===== src/rtl/memory_stage.sv =====
// Memory stage: turns load/store requests into a registered memory
// handshake and freezes the upstream pipe until the access completes.
module memory_stage #(
  parameter logic [31:0] BASE_ADDR = 32'd1024
) (
  input  logic        clk,
  input  logic        rst_n,
  input  logic        wb_en_in,
  input  logic        mem_r_en_in,
  input  logic        mem_w_en_in,
  input  logic [31:0] alu_result_in,
  input  logic [31:0] st_val_in,
  input  logic [3:0]  dest_in,
  output logic        mem_req,
  output logic        mem_we,
  output logic [31:0] mem_addr,
  output logic [31:0] mem_wdata,
  input  logic [31:0] mem_rdata,
  input  logic        mem_ready,
  output logic        stall,
  output logic        wb_en_out,
  output logic        mem_r_en_out,
  output logic [31:0] alu_result_out,
  output logic [31:0] mem_data_out,
  output logic [3:0]  dest_out
);

  typedef enum logic [1:0] {
    IDLE,
    BUSY,
    DONE
  } state_t;

  state_t      r_state;
  logic        r_mem_req;
  logic        r_mem_we;
  logic [31:0] r_mem_addr;
  logic [31:0] r_st_val;
  logic        r_wb_en;
  logic        r_mem_r_en;
  logic [31:0] r_alu;
  logic [3:0]  r_dest;
  logic [31:0] r_rdata;

  logic        w_idle;
  logic        w_access;
  logic [31:0] w_byte_off;
  logic [31:0] w_word_addr;

  assign w_idle   = (r_state == IDLE);
  assign w_access = w_idle & (mem_r_en_in | mem_w_en_in);

  // Low address bits are dropped: a misaligned access hits its word.
  assign w_byte_off  = {alu_result_in[31:2], 2'b00} - BASE_ADDR;
  assign w_word_addr = w_byte_off >> 2;

  always_ff @(posedge clk) begin
    if (!rst_n) begin
      r_state    <= IDLE;
      r_mem_req  <= 1'b0;
      r_mem_we   <= 1'b0;
      r_mem_addr <= '0;
      r_st_val   <= '0;
      r_wb_en    <= 1'b0;
      r_mem_r_en <= 1'b0;
      r_alu      <= '0;
      r_dest     <= '0;
      r_rdata    <= '0;
    end else begin
      unique case (r_state)
        IDLE: begin
          if (w_access) begin
            r_wb_en    <= wb_en_in;
            // A store wins when both enables are set.
            r_mem_r_en <= mem_r_en_in & ~mem_w_en_in;
            r_alu      <= alu_result_in;
            r_dest     <= dest_in;
            r_st_val   <= st_val_in;
            r_rdata    <= '0;
            r_mem_req  <= 1'b1;
            r_mem_we   <= mem_w_en_in;
            r_mem_addr <= w_word_addr;
            r_state    <= BUSY;
          end
        end
        BUSY: begin
          if (mem_ready) begin
            r_rdata   <= r_mem_r_en ? mem_rdata : '0;
            r_mem_req <= 1'b0;
            r_state   <= DONE;
          end
        end
        DONE: begin
          r_state <= IDLE;
        end
        default: begin
          r_state <= IDLE;
        end
      endcase
    end
  end

  assign mem_req   = r_mem_req;
  assign mem_we    = r_mem_we;
  assign mem_addr  = r_mem_addr;
  assign mem_wdata = r_st_val;

  assign stall = w_access | (r_state == BUSY);

  assign wb_en_out      = w_idle ? wb_en_in : r_wb_en;
  assign mem_r_en_out   = w_idle ? mem_r_en_in : r_mem_r_en;
  assign alu_result_out = w_idle ? alu_result_in : r_alu;
  assign dest_out       = w_idle ? dest_in : r_dest;
  assign mem_data_out   = (r_state == DONE) ? r_rdata : '0;

endmodule


===== config.mk =====
export PLATFORM = sky130hd
export DESIGN_NAME = memory_stage
export DESIGN_NICKNAME = d
export VERILOG_FILES = /design/src/rtl/memory_stage.sv
export SDC_FILE = /design/constraint.sdc
export NUM_CORES = 1
export LEC_CHECK = 0
export CAP_MARGIN = 20
export CORE_MARGIN = 2
export CORE_UTILIZATION = 40
export DETAILED_ROUTE_END_ITERATION = 6
export HOLD_SLACK_MARGIN = 0.15
export MAX_ROUTING_LAYER = met4
export PLACE_DENSITY = 0.77
export SYNTH_ARGS = -nofsm -noshare
export SYNTH_HDL_FRONTEND = slang
export SYNTH_SLANG_ARGS = --single-unit

===== constraint.sdc =====
create_clock -name clk -period 5.47 [get_ports clk]
set_clock_uncertainty 0.15 [all_clocks]
set_input_delay 0.547 -clock clk [delete_from_list [all_inputs] [get_ports clk]]
set_output_delay 0.547 -clock clk [all_outputs]
set_load 0.05 [all_outputs]

==> summary.txt <==
Status
  • Status: finished, final reports clean

Clock tree
  • Cts hold-fix bufs: 0
  • H-tree Lvls: 4
  • Buffer depth of the longest clock path: 2
  • Setup bufs post-CTS: 0
  • CTS sink cnt: 128
  • CTS tree: done
  • Worst-path clk slew: 0.05 ns
  • CTS root buf: clkbuf_16
  • CTS Buf Count: 17
  • Post-cts sizing count: 0
  • Worst-skew pair later-pin latency: 0.40 ns

Floorplanning
  • Starting density of the core: 41.4%
  • Row count: 42
  • Core area: 13300 sq um
  • Die Y: 122 um
  • Die X: 122 um
  • Die area: 14800 sq um
  • I/O pins: 243

Synthesis
  • Yosys cell types: 36
  • Mux share of post-synthesis cell area: 7.13%
  • Cells after Synth: 695
  • Synth Area per Inst: 7.95 sq um
  • Adder-cell share of the synthesized area: 0.226%
  • Seq/Total Area, Yosys: 46.4%
  • Compound-Gate Fraction of Synth Area: 15.6%
  • Combinational family with the most area after synthesis: simple AND/OR/NAND/NOR gates
  • Synthesis Warnings: 0
  • Synth area leaders: dfxtp_1 (46%), nand2_1 (12%), a21oi_1 (10%)
  • Cell Area, Synth: 5530 sq um
  • Largest area contributor in the netlist: dfxtp_1
  • Synthesis-stage register bit count: 128
  • Area fraction of the dominant cell type after synthesis: 46.4%
  • Synth Area in Simple Gates: 23.7%
  • XOR/XNOR Fraction of Synth Area: 1.27%

Setup path
  • CP Max Fanout: 25
  • WP data arrival: 2.77 ns
  • Origin of the worst setup path: r_state[1]$_SDFFE_PN0P_
  • Critical path type: reg2out
  • Worst r2r src: r_state[1]$_SDFFE_PN0P_
  • FF-to-FF path depth: 5
  • Worst EP required: 4.77 ns
  • Crit start category: flip-flop
  • Crit. End Element: primary output

GRT
  • Overall global routing resource usage: 22.2%
  • Antenna violations before repair: 0
  • First-pass GRT wire length: 25.4 mm
  • Largest net degree at the start of global routing: 79
  • GRT overflow: 0
  • Number of global-route vias before repair: 5175

Finish
  • Commonest non-fill, non-tap cell in the layout: clkdlybuf4s50_1
  • Most used cells in the layout excluding fill and tap cells: clkdlybuf4s50_1 (240), nand2_1 (181), dfxtp_1 (128), a21oi_1 (111), mux2_2 (35)
  • Fillers: 1197
  • Final #Nets: 1007
  • ANT cells: 0
  • Design area: 8570 sq um
  • Fraction of layout instances using a drive strength above 1: 9.20%
  • Finished Layout Cells: 1089
  • Layout area overhead: 55.1%

Place
  • RePlAce Congestion: 0.798
  • Post-DP Area: 7950 sq um
  • Placed cells: 1056
  • Port Buffers: 240
  • Place WS: 2.22 ns
  • HPWL Detailed: 11.0 mm

STA
  • F_max: 0.288 GHz
  • Endpoints failing hold: 0
  • Fin crit share: 63.4%
  • Final setup TNS: 0 ns
  • Slew Limit Fails: 0
  • Final setup fails: 0
  • Rel. slew slack: 41.0%
  • Worst-Margin Slew: 0.883 ns
  • Minimum clock period: 3.47 ns
  • RSZ-0062 raised after global routing: no
  • Final WS setup: 2.00 ns

Power and ir drop
  • Cell area power density: 343 nW/um^2
  • P_leak: 3.12 nW
  • Maximum resistive drop on vdd: 0.199 mV

Run
  • Max-cap violations: 0

Route
  • Drt drc: 0
  • First-pass iteration count of the detailed router: 5
  • Total wire length: 16.3 mm
  • Post-route ant nets: 0
  • Routed WL per cell: 15.0 um
  • Vias per Instance: 5.06
  • Starting DRT DRC Count: 309
  • DR vias: 5508

Min path
  • Worst Hold Launch: r_rdata[26]$_SDFFE_PN0P_
  • Hold path depth: 2
  • Class of the worst hold path: reg2reg
[through the flow]
step	power, W	hold slack [ns]	util, %
final	0.00294	0.294	64.2
after global routing	0.00306	0.311	64.2
after CTS	0.00296	0.296	64.0
after detailed placement	0.00184	0.289	59.6
after global placement	0.00184	0.284	59.6
after floorplan	0.00155	0.277	-
[cell families after synthesis]
kind of cell | Yosys count
AO/OA/AOI/OAI | 161
XOR/XNOR | 8
adder cells (fa/ha/maj) | 1
buffers and inverters | 69
flip-flops | 128
multiplexers | 35
other | 1
AND/OR/NAND/NOR | 292
[path summary, 6_finish.rpt]
check | end | slack, ns
worst max-delay path | alu_result_out[14] | 2.00
worst min-delay path | r_rdata[26]$_SDFFE_PN0P_ | 0.29
worst max register to register | mem_addr[28]$_SDFFE_PN0P_ | 2.90
worst min register to register | r_rdata[26]$_SDFFE_PN0P_ | 0.29
[metal layers]
layer	global-route usage [%]	wire length, um
met1	27.6	7120
met3	4.54	910
met5	-	0
met4	8.12	320
met2	35.9	7950
[power by group]
group	leakage, nW	internal [W]	switching, W	total [W]
combinational	1.78	0.000287	0.000507	0.000794
sequential	1.05	0.000999	0.0000334	0.00103
clock	0.291	0.000730	0.000386	0.00112
[registers in the layout (all words and copies together) (netlist names)]
register	flops
mem_req	1
r_rdata	32
mem_wdata	32
r_mem_r_en	1
mem_addr	22
r_state	2
r_alu	32
r_wb_en	1
mem_we	1
r_dest	4
[final cells by class]
cell class	instances	area, sq um	area share [%]
Clock buffer	27	513	5.99
Clock inverter	5	75.1	0.876
Inverter	5	20.0	0.234
Multi-Input combinational cell	499	2690	31.4
Sequential cell	128	2560	29.9
Tap cell	176	220	2.57
Timing Repair Buffer	249	2490	29.1
[synthesized netlist by cell type]
cell type    n
a211oi_1     3
a21oi_1    111
a311oi_1     2
a31oi_1     10
and2_1      32
buf_1        9
buf_4       10
buf_6        2
clkbuf_1    43
conb_1       1
dfxtp_1    128
ha_1         1
inv_1        5
mux2_2      35
nand2_1    181
nand2b_1     2
nand3_1     33
nand3b_1     1
nand4_1      1
nor2_1      17
nor2b_1      1
nor3_1       4
nor4_1       3
o21a_1       1
o21ai_0     23
o21ai_1      2
o31ai_1      7
o41ai_1      2
or2_2        4
or3_1        3
or3b_2       1
or4_1        6
or4_4        2
or4b_1       1
xnor2_1      5
xor2_1       3
[worst max-delay path: stages (launching register included)]
cell and delay, ns:
dfxtp_1 0.35, nor2_4 0.45, buf_4 0.44, mux2_2 0.39, clkdlybuf4s50_1 0.73
Note: power is estimated with default switching activity, not from simulation.
